<file path="src/rtl/seg_cmd_pkg.sv">
// -----------------------------------------------------------------------------
// seg_cmd_pkg
// Shared types and constants for the Segway BLE command receiver and the
// power-up authorization logic.
//   rx_state_t       : UART receiver FSM states
//   auth_state_t     : power authorization FSM states
//   CMD_GO / CMD_STOP: ASCII command bytes from the BLE module
//   BAUD_DIV_DEFAULT : clocks per bit (50 MHz / 19200)
// -----------------------------------------------------------------------------
package seg_cmd_pkg;

   localparam int unsigned BAUD_DIV_DEFAULT = 2604;

   localparam logic [7:0] CMD_GO   = 8'h67;  // 'g'
   localparam logic [7:0] CMD_STOP = 8'h73;  // 's'

   typedef enum logic [1:0] {
      RxIdle,
      RxStart,
      RxData,
      RxStop
   } rx_state_t;

   typedef enum logic [1:0] {
      AuthOff,
      AuthPwr1,
      AuthPwr2
   } auth_state_t;

endpackage

</file>
<file path="src/rtl/uart_rx.sv">
// -----------------------------------------------------------------------------
// uart_rx
// 8N1 UART receiver, LSB first. The asynchronous serial input passes through a
// 2-flop synchronizer; a start bit is only recognised on a high-to-low
// transition of the synchronized line, so a line stuck low never re-triggers.
// Optional stop-bit check: define STOP_BIT_CHK_EN to enable frm_err.
// Ports:
//   clk     in   system clock
//   rst_n   in   asynchronous active-low reset
//   rx      in   serial line, idles high, asynchronous to clk
//   rx_data out  last accepted byte
//   rdy     out  one-cycle pulse, rx_data updated
//   frm_err out  one-cycle pulse on a low stop bit (0 unless STOP_BIT_CHK_EN)
// -----------------------------------------------------------------------------
module uart_rx
   import seg_cmd_pkg::*;
#(
   parameter int unsigned BAUD_DIV = BAUD_DIV_DEFAULT
) (
   input  logic       clk,
   input  logic       rst_n,
   input  logic       rx,
   output logic [7:0] rx_data,
   output logic       rdy,
   output logic       frm_err
);

   localparam int unsigned CntW = $clog2(BAUD_DIV);

   // Counter expires when it reads zero, so a load of N-1 spans N clocks.
   localparam logic [CntW-1:0] FullLd = CntW'(BAUD_DIV - 1);
   // Edge detection costs one clock after the synchronized fall, so load two
   // short: the start sample lands BAUD_DIV/2 clocks after the synchronized edge.
   localparam logic [CntW-1:0] HalfLd = CntW'(BAUD_DIV / 2 - 2);

   // Synchronizer and edge-detect history, all reset to the idle level.
   logic rx_meta_q, rx_sync_q, rx_prev_q;

   rx_state_t       state_d, state_q;
   logic [CntW-1:0] baud_cnt_d, baud_cnt_q;
   logic [2:0]      bit_cnt_d, bit_cnt_q;
   logic [7:0]      shift_d, shift_q;
   logic [7:0]      rx_data_d, rx_data_q;
   logic            rdy_d, rdy_q;
   logic            expire;
`ifdef STOP_BIT_CHK_EN
   logic            frm_err_d, frm_err_q;
`endif

   always_ff @(posedge clk or negedge rst_n) begin
      if (!rst_n) begin
         rx_meta_q <= 1'b1;
         rx_sync_q <= 1'b1;
         rx_prev_q <= 1'b1;
      end else begin
         rx_meta_q <= rx;
         rx_sync_q <= rx_meta_q;
         rx_prev_q <= rx_sync_q;
      end
   end

   assign expire = (baud_cnt_q == '0);

   always_comb begin
      state_d    = state_q;
      baud_cnt_d = baud_cnt_q;
      bit_cnt_d  = bit_cnt_q;
      shift_d    = shift_q;
      rx_data_d  = rx_data_q;
      rdy_d      = 1'b0;
`ifdef STOP_BIT_CHK_EN
      frm_err_d  = 1'b0;
`endif

      unique case (state_q)
         RxIdle: begin
            if (!rx_sync_q && rx_prev_q) begin
               state_d    = RxStart;
               baud_cnt_d = HalfLd;
            end
         end

         RxStart: begin
            if (expire) begin
               if (!rx_sync_q) begin
                  state_d    = RxData;
                  bit_cnt_d  = '0;
                  baud_cnt_d = FullLd;
               end else begin
                  // Line back high at mid-start: treat as a glitch.
                  state_d = RxIdle;
               end
            end else begin
               baud_cnt_d = baud_cnt_q - CntW'(1);
            end
         end

         RxData: begin
            if (expire) begin
               shift_d    = {rx_sync_q, shift_q[7:1]};
               bit_cnt_d  = bit_cnt_q + 3'd1;
               baud_cnt_d = FullLd;
               if (bit_cnt_q == 3'd7) begin
                  state_d = RxStop;
               end
            end else begin
               baud_cnt_d = baud_cnt_q - CntW'(1);
            end
         end

         RxStop: begin
            if (expire) begin
               state_d = RxIdle;
`ifdef STOP_BIT_CHK_EN
               if (rx_sync_q) begin
                  rx_data_d = shift_q;
                  rdy_d     = 1'b1;
               end else begin
                  frm_err_d = 1'b1;
               end
`else
               rx_data_d = shift_q;
               rdy_d     = 1'b1;
`endif
            end else begin
               baud_cnt_d = baud_cnt_q - CntW'(1);
            end
         end

         default: state_d = RxIdle;
      endcase
   end

   always_ff @(posedge clk or negedge rst_n) begin
      if (!rst_n) begin
         state_q    <= RxIdle;
         baud_cnt_q <= '0;
         bit_cnt_q  <= '0;
         shift_q    <= '0;
         rx_data_q  <= '0;
         rdy_q      <= 1'b0;
      end else begin
         state_q    <= state_d;
         baud_cnt_q <= baud_cnt_d;
         bit_cnt_q  <= bit_cnt_d;
         shift_q    <= shift_d;
         rx_data_q  <= rx_data_d;
         rdy_q      <= rdy_d;
      end
   end

`ifdef STOP_BIT_CHK_EN
   always_ff @(posedge clk or negedge rst_n) begin
      if (!rst_n) begin
         frm_err_q <= 1'b0;
      end else begin
         frm_err_q <= frm_err_d;
      end
   end
   assign frm_err = frm_err_q;
`else
   assign frm_err = 1'b0;
`endif

   assign rx_data = rx_data_q;
   assign rdy     = rdy_q;

endmodule

</file>
<file path="src/rtl/ble_cmd_auth.sv">
// -----------------------------------------------------------------------------
// ble_cmd_auth
// Receives command bytes from the BLE module and decides whether the Segway
// may run. 'g' powers up; 's' powers down immediately if no rider is present,
// otherwise waits (PWR2) until the rider steps off or 'g' is received again.
// Optional stop-bit check: define STOP_BIT_CHK_EN to enable frm_err.
// Ports:
//   clk       in   system clock
//   rst_n     in   asynchronous active-low reset
//   RX        in   serial line from BLE, idles high
//   rider_off in   no rider on the load cells
//   pwr_up    out  authorized to run (registered)
//   cmd       out  last received byte
//   cmd_rdy   out  one-cycle pulse, new cmd valid
//   frm_err   out  one-cycle pulse on a bad stop bit (0 unless STOP_BIT_CHK_EN)
// -----------------------------------------------------------------------------
module ble_cmd_auth
   import seg_cmd_pkg::*;
#(
   parameter int unsigned BAUD_DIV = BAUD_DIV_DEFAULT
) (
   input  logic       clk,
   input  logic       rst_n,
   input  logic       RX,
   input  logic       rider_off,
   output logic       pwr_up,
   output logic [7:0] cmd,
   output logic       cmd_rdy,
   output logic       frm_err
);

   auth_state_t state_d, state_q;
   logic        pwr_up_d, pwr_up_q;
   logic        go_cmd, stop_cmd;

   uart_rx #(
      .BAUD_DIV(BAUD_DIV)
   ) u_uart_rx (
      .clk    (clk),
      .rst_n  (rst_n),
      .rx     (RX),
      .rx_data(cmd),
      .rdy    (cmd_rdy),
      .frm_err(frm_err)
   );

   assign go_cmd   = cmd_rdy && (cmd == CMD_GO);
   assign stop_cmd = cmd_rdy && (cmd == CMD_STOP);

   always_comb begin
      state_d = state_q;

      unique case (state_q)
         AuthOff: begin
            if (go_cmd) state_d = AuthPwr1;
         end

         AuthPwr1: begin
            if (stop_cmd) state_d = rider_off ? AuthOff : AuthPwr2;
         end

         AuthPwr2: begin
            // A fresh 'g' takes priority over the rider leaving.
            if (go_cmd) begin
               state_d = AuthPwr1;
            end else if (rider_off) begin
               state_d = AuthOff;
            end
         end

         default: state_d = AuthOff;
      endcase

      pwr_up_d = (state_d != AuthOff);
   end

   always_ff @(posedge clk or negedge rst_n) begin
      if (!rst_n) begin
         state_q  <= AuthOff;
         pwr_up_q <= 1'b0;
      end else begin
         state_q  <= state_d;
         pwr_up_q <= pwr_up_d;
      end
   end

   assign pwr_up = pwr_up_q;

endmodule

</file>
<file path="config.mk">
export PLATFORM = sky130hd
export DESIGN_NAME = ble_cmd_auth
export DESIGN_NICKNAME = d
export VERILOG_FILES = /design/src/rtl/seg_cmd_pkg.sv /design/src/rtl/uart_rx.sv /design/src/rtl/ble_cmd_auth.sv
export SDC_FILE = /design/constraint.sdc
export NUM_CORES = 1
export LEC_CHECK = 0
export BUFFER_PORTS_ARGS = -buffer_cell sky130_fd_sc_hd__buf_4
export CORE_MARGIN = 1.5
export CORE_UTILIZATION = 64
export CTS_BUF_LIST = sky130_fd_sc_hd__clkbuf_4 sky130_fd_sc_hd__clkbuf_8 sky130_fd_sc_hd__clkbuf_16
export DETAILED_ROUTE_END_ITERATION = 12
export MAX_ROUTING_LAYER = met4
export PLACE_DENSITY = 0.86
export SYNTH_ARGS = -nofsm -noshare
export SYNTH_HDL_FRONTEND = slang
export SYNTH_SLANG_ARGS = --single-unit
</file>
<file path="constraint.sdc">
create_clock -name clk -period 3.9 [get_ports clk]
set_input_delay 0 -clock clk [delete_from_list [all_inputs] [get_ports clk]]
set_output_delay 0 -clock clk [all_outputs]
set_load 0.1 [all_outputs]
</file>
==> results of run 1 <==
## logic make-up (layout without fill, tap and decap cells)
logic type / Yosys count / after routing / share of synthesized area
multiplexers: 21 / 21 / 0.1292
AO/OA/AOI/OAI: 37 / 37 / 0.1248
AND/OR/NAND/NOR: 69 / 69 / 0.2080
flip-flops: 40 / 40 / 0.4454
buffers and inverters: 21 / 37 / 0.04658
other: 1 / 1 / 0.001662
adder cells (fa/ha/maj): 8 / 8 / 0.04437
## power by group through the flow
stage / Clock, mW / Sequential, mW / Combinational (mW)
floorplan: 0 / 0.578 / 0.673
global placement: 0 / 0.597 / 0.754
detailed placement: 0 / 0.605 / 0.796
CTS: 0.224 / 0.598 / 0.804
global route: 0.246 / 0.610 / 0.889
finish: 0.221 / 0.601 / 0.818
## routing by layer
| metal | vias up | wire length [um] | global-route usage |
|---|---|---|---|
| li1 | 749 | - | - |
| met1 | 819 | 1987 | 0.3168 |
| met2 | 51 | 2331 | 0.4511 |
| met3 | 11 | 196 | 0.05586 |
| met4 | 0 | 85 | 0.09444 |
| met5 | - | 0 | - |
## worst paths after layout
path,end,from
worst max-delay path,u_uart_rx.rx_data[5]$_DFFE_PN0P_,u_uart_rx.baud_cnt_q[4]$_DFFE_PN0P_
worst min-delay path,state_q[1]$_DFF_PN0_,rst_n
worst max register to register,u_uart_rx.rx_data[5]$_DFFE_PN0P_,u_uart_rx.baud_cnt_q[4]$_DFFE_PN0P_
worst min register to register,u_uart_rx.rx_sync_q$_DFF_PN1_,u_uart_rx.rx_meta_q$_DFF_PN1_
max in group asynchronous,u_uart_rx.rx_sync_q$_DFF_PN1_,rst_n
min in group clk,u_uart_rx.rx_meta_q$_DFF_PN1_,RX
## stage by stage
step,cell area [um2],util
5_1_grt,2446,0.7273
3_5_place_dp,2355,0.7001
4_1_cts,2446,0.7273
3_3_place_gp,2355,0.7001
6_report,2446,0.7273
2_1_floorplan,2256,-
## layout make-up
class / instances / area, um2
clock buffers: 6 / 51.30
flip-flops and latches: 40 / 1005
fillers: 237 / 917.1
multi-input cells: 136 / 1146
clock inverters: 2 / 10.01
well taps: 46 / 57.56
inverters: 13 / 48.80
repair buffers: 16 / 127.6
## repair_timing
action / 4_1_cts / 5_1_grt
setup endpoints to repair: 0 / 0
hold buffers: 3 / 0
endpoints found under the hold margin: 43 / 0
## state kept, by name, summed over array words and instances, names as in the netlist, named ones only
name / flops
u_uart_rx.rx_sync_q: 1
state_q: 2
u_uart_rx.rx_meta_q: 1
u_uart_rx.bit_cnt_q: 3
u_uart_rx.rdy: 1
u_uart_rx.baud_cnt_q: 12
u_uart_rx.state_q: 1
u_uart_rx.rx_data: 8
pwr_up: 1
u_uart_rx.rx_prev_q: 1
u_uart_rx.shift_q: 8
## cell usage in the layout (no fill, tap or decap), types with 3 or more instances in the layout
| cell | Yosys | final |
|---|---|---|
| nand3_1 | 4 | 4 |
| dfrtp_1 | 37 | 37 |
| ha_1 | 8 | 8 |
| o21ai_0 | 3 | 3 |
| a211oi_1 | 3 | 3 |
| nand2b_1 | 4 | 4 |
| nor2b_1 | 5 | 5 |
| nor2_1 | 10 | 10 |
| a31oi_1 | 3 | 3 |
| clkbuf_4 | 0 | 5 |
| a2bb2oi_1 | 3 | 3 |
| mux2_4 | 16 | 16 |
| dlygate4sd3_1 | 0 | 3 |
| nor3_1 | 7 | 7 |
| a21oi_1 | 3 | 3 |
| inv_1 | 13 | 13 |
| buf_4 | 2 | 13 |
| dfstp_2 | 3 | 3 |
| and4b_1 | 3 | 3 |
| o21ai_1 | 3 | 3 |
| nand2_1 | 13 | 13 |
| mux2i_1 | 4 | 4 |
## critical path, cell delays in order (launching register included)
cell and delay, ns:
dfrtp_1 0.48, nor4_4 0.65, and4_1 0.67, nand2_8 0.15, mux2_4 0.33
==> out/results.txt, run 1 <==
Syn-to-layout area delta -> 8.431%
Net Sw Power -> 0.7479 mW
Synth top cells by count -> 37 x dfrtp_1, 16 x mux2_4, 13 x inv_1, 13 x nand2_1, 10 x nor2_1
Sw Ratio -> 0.4560
Pwr per Cell Area -> 670.5 mW/mm2
Share of layout cells above drive strength 1 -> 0.2488
H-tree depth -> 2
Arrival @ worst endpoint -> 2.63 ns
Share of Yosys cell area claimed by the top area cell type -> 0.4104
CTS tree -> yes
Crit path max fanout -> 13
Fmax -> 0.4182 GHz
Clock Tree Buf Depth -> 2
Largest net degree at the start of global routing -> 41
Drt initial violations -> 114
Post_cts resized -> 0
RSZ-0062 raised after global routing -> false
DP Worst Slack -> 1.575 ns
CP startpoint kind -> flip-flop
CTS buffer count -> 5
Initial Util -> 0.6708
Cell Int Power -> 0.8922 mW
Setup tns final -> 0 ns
Die area -> 0.003890 mm2
Sequential share of power -> 0.367
Post-Syn Area per Cell -> 11.45 um2
Clock Latency Late Sink -> 0.35 ns
Cell Rows -> 21
Synthesized cell area -> 0.002256 mm2
Core box area -> 0.003363 mm2
Total gr overflow -> 0
Final Cycle Share -> 0.6131
Final Wtd Congestion -> 0.9026
All-Layer GR Usage -> 0.2659
Top-count cell post-synth -> dfrtp_1
Number of remaining DRC errors -> 0
Post-route antenna net violation count -> 0
Port bufs -> 13
Yosys warnings -> 0
Max cap viols -> 0
WL final -> 4600 um
Clock Sinks -> 40
Root buffer cell -> clkbuf_4
Top cell type by total area after synthesis -> dfrtp_1
Netlist cell types -> 54
Clock group share of total power -> 0.135
Rel. slew slack -> 0.5468
Detailed-placement wirelength estimate -> 3365 um
Critical path class -> flip-flop to flip-flop
Post-synthesis register bit count -> 40
Non-filler instance count after layout -> 259
Worst min-delay path category -> primary input to async pin
Number of synthesized flops with an enable pin -> 0
Crit path required time -> 4.14 ns
Post-CTS Setup Bufs -> 0
Inst Count DP -> 248
Overall via count from detail_route -> 1,630
R2R Setup Slk -> 1.51 ns
Peak supply drop -> 437.9 uV
Avg WL per Cell -> 17.76 um
Min Hold Slack -> 0.1433 ns
Reg2Reg Depth -> 4
Skew final -> 0.01175 ns
Outcome -> complete, no violations
Net Count, Synth -> 209
Max-slew violations -> 0
Top_reg_cell synth -> dfrtp_1
Clock-pin slew on the worst setup and hold paths -> 0.12 ns
Leak -> 1.191 nW
Tmin final -> 2.391 ns
Net count, final -> 224
Register area share after synthesis -> 0.4454
Async SR Flop Fraction -> 1.000
Final setup viols -> 0
First-pass iteration count of the detailed router -> 4
Worst Tran Pin Value -> 0.6747 ns
Cells after Synth -> 197
Vias/cell -> 6.293
Crit path capture type -> flip-flop
Pwr Total -> 1.640 mW
Die width -> 62.37 um
# IOs -> 15
Endpoints failing hold -> 0
Ant diodes -> 0
First-pass GRT wire length -> 7866 um
Vias in the first global route -> 1,704
Die Ht -> 62.37 um
Initial antenna violation count -> 0
Top post-synthesis cells by area -> dfrtp_1 41%, mux2_4 11%, ha_1 4.4%
Final worst slack -> 1.509 ns
Comb pwr share -> 0.499
Power figures use the tool's default switching activity.
==> run 2: changes to the inputs <==
- CORE_UTILIZATION: 64 -> 54
- PLACE_DENSITY: 0.86 -> 0.77
- clock period: 3.9 -> 1.95 ns (I/O delays scaled with it)
==> run 2 against run 1 <==
Fmax grew 26%. Combinational power grew to 2.6 times the previous value. Critical path depth grew 3. Utilization shrank 4.7 points. Non-clock buffer count grew 29. Count of clock-buffer cells in the layout is the same. Critical path type unchanged. Critical endpoint is now u_uart_rx.baud_cnt_q[6]$_DFFE_PN0P_. Largest power group unchanged. Highest routed layer unchanged.
==> out/results.txt, run 2 (synthesized netlist as in run 1, its figures left out) <==
Port bufs -> 13 (unchanged)
Commonest non-fill, non-tap cell in the layout -> buf_4
Sequential share of power -> 0.307 (-0.060)
Post-route design area -> 0.002723 mm2 (+11%)
Die Ht -> 67.64 um (+8.4%)
Worst min-delay path category -> primary input to async pin
WL final -> 4672 um (+1.6%)
Detailed-placement wirelength estimate -> 3507 um (+4.2%)
Arrival @ worst endpoint -> 2.08 ns (-0.55 ns)
Net count, final -> 253 (+13%)
Vias in the first global route -> 1,738 (+2.0%)
Drt initial violations -> 128 (+12%)
Vias/cell -> 5.716 (-9.2%)
Commonest non-fill, non-tap cells in the layout -> 41 x buf_4, 37 x dfrtp_1, 16 x mux2_4
Endpoints failing hold -> 0 (unchanged)
Slowest CP cell -> dfrtp_1
Die width -> 67.64 um (+8.4%)
Outcome -> complete, no violations
First-pass GRT wire length -> 8052 um (+2.4%)
Root buffer cell -> clkbuf_8
Number of remaining DRC errors -> 0 (unchanged)
H-tree depth -> 2 (unchanged)
Comb pwr share -> 0.551 (+0.052)
Net Sw Power -> 1.621 mW (+120%)
R2r endpoint -> u_uart_rx.baud_cnt_q[6]$_DFFE_PN0P_
Final setup viols -> 0 (unchanged)
CP startpoint kind -> flip-flop
Avg WL per Cell -> 16.00 um (-9.9%)
Buf+Inv Stages, Crit Path -> 2 (+2)
Reg-to-reg startpoint -> u_uart_rx.baud_cnt_q[0]$_DFFE_PN0P_
CP delay by family, top -> simple AND/OR/NAND/NOR gates
Leak -> 1.343 nW (+13%)
First-pass iteration count of the detailed router -> 4 (unchanged)
Die area -> 0.004574 mm2 (+18%)
Initial antenna violation count -> 0 (unchanged)
Max reg flops -> 12 (unchanged)
CTS tree -> yes
Min Hold Slack -> 0.2037 ns (+0.06033 ns)
Clock group share of total power -> 0.142 (+0.007)
Pwr Total -> 3.887 mW (+140%)
Fmax -> 0.5274 GHz (+26%)
Cell Int Power -> 2.266 mW (+150%)
Initial Util -> 0.5640 (-0.1068)
Setup tns final -> 0 ns (unchanged)
Peak supply drop -> 827.5 uV (+89%)
Max-slew violations -> 0 (unchanged)
Most flops, register -> u_uart_rx.baud_cnt_q
Largest net degree at the start of global routing -> 41 (unchanged)
Clock Latency Late Sink -> 0.30 ns (-0.05 ns)
Critical path class -> flip-flop to flip-flop
CP Depth -> 7 (+3)
Crit path required time -> 2.13 ns (-2.01 ns)
Core box area -> 0.004000 mm2 (+19%)
Syn-to-layout area delta -> 20.69%
Clock-pin slew on the worst setup and hold paths -> 0.08 ns (-0.04 ns)
Total gr overflow -> 0 (unchanged)
Post-route antenna net violation count -> 0 (unchanged)
CTS buffer count -> 5 (unchanged)
Crit path max fanout -> 6 (-7)
All-Layer GR Usage -> 0.2472 (-0.01877)
Crit path to -> u_uart_rx.baud_cnt_q[6]$_DFFE_PN0P_
Ant diodes -> 0 (unchanged)
Clock Sinks -> 40 (unchanged)
Share of layout cells above drive strength 1 -> 0.3554 (+0.1065)
# IOs -> 15 (unchanged)
Pwr per Cell Area -> 1428 mW/mm2 (+110%)
Crit path from -> u_uart_rx.baud_cnt_q[0]$_DFFE_PN0P_
Final Util -> 0.6806 (-0.04667)
R2R Setup Slk -> 0.05 ns (-1.45 ns)
Max stage delay on crit path -> 0.38 ns (-0.29 ns)
Reg2Reg Depth -> 7 (+3)
Skew final -> 0.009991 ns (-0.001758 ns)
Area after DPL -> 0.002552 mm2 (+8.4%)
Max cap viols -> 0 (unchanged)
Crit path capture type -> flip-flop
Worst-path cell chain -> inv_1, ha_1, nor3b_4, buf_4, a41oi_2, nor4b_1, a211o_1
Sw Ratio -> 0.4171 (-0.03895)
Clock Tree Buf Depth -> 2 (unchanged)
Cell Rows -> 23 (+9.5%)
Final Wtd Congestion -> 0.8980 (-0.51%)
Tmin final -> 1.896 ns (-0.4952 ns)
Overall via count from detail_route -> 1,669 (+2.4%)
Final Cycle Share -> 0.9723 (+0.3592)
## run 2: changes by cell type in the layout (fill, tap and decap cells not counted), moves of 2 or more
cell / before / now
ha_2: 0 / 2
ha_1: 8 / 6
clkbuf_4: 5 / 1
buf_4: 13 / 41
clkbuf_8: 1 / 5
## run 2: worst min path at each step
| stage | start | to | slack [ns] | depth (start not counted) |
|---|---|---|---|---|
| 6_report | rst_n | u_uart_rx.rdy$_DFF_PN0_ | 0.20 | 2 |
| 5_1_grt | rst_n | u_uart_rx.baud_cnt_q[7]$_DFFE_PN0P_ | 0.26 | 2 |
| 4_1_cts | rst_n | u_uart_rx.rdy$_DFF_PN0_ | 0.22 | 2 |
| 3_5_place_dp | rst_n | u_uart_rx.baud_cnt_q[7]$_DFFE_PN0P_ | 0.004 | 1 |
| 3_3_place_gp | rst_n | u_uart_rx.baud_cnt_q[6]$_DFFE_PN0P_ | -0.005 | 1 |
| 2_1_floorplan | rst_n | async pin | -0.30 | 0 |
## run 2: per-stage QoR
step	cells	setup WS [ns]
after floorplan	197	0.05042
after global placement	276	-0.005755
after detailed placement	276	-0.02663
after CTS	289	0.02733
after global routing	292	-0.03163
final	292	0.05399
## run 2: timing repair
action,4_1_cts,5_1_grt
gates cloned,0,0
setup buffers,2,3
resized for setup,5,1
hold buffers,3,0
endpoints found under the hold margin,39,0
setup endpoints to repair,18,20
## run 2: cell type report
class	count	area [um2]
clock buffer	6	76.32
inverter	13	48.80
tap	50	62.56
sequential	40	1005
clock inverter	2	12.51
multi-input combinational	136	1160
fill	307	1277
timing repair buffer	45	357.8
## run 2: metal layers
metal / up-vias / wire length, um / global-route usage
li1: 805 / - / -
met5: - / 0 / -
met4: 0 / 86 / 0.09694
met2: 40 / 2352 / 0.3860
met3: 11 / 227 / 0.06667
met1: 813 / 2006 / 0.3048
## run 2: power groups by stage
stage / clock, mW / sequential [mW] / combinational, mW
6_report: 0.552 / 1.19 / 2.14
5_1_grt: 0.610 / 1.21 / 2.36
4_1_cts: 0.568 / 1.19 / 2.05
3_5_place_dp: 0 / 1.19 / 1.99
3_3_place_gp: 0 / 1.18 / 1.92
2_1_floorplan: 0 / 1.16 / 1.35
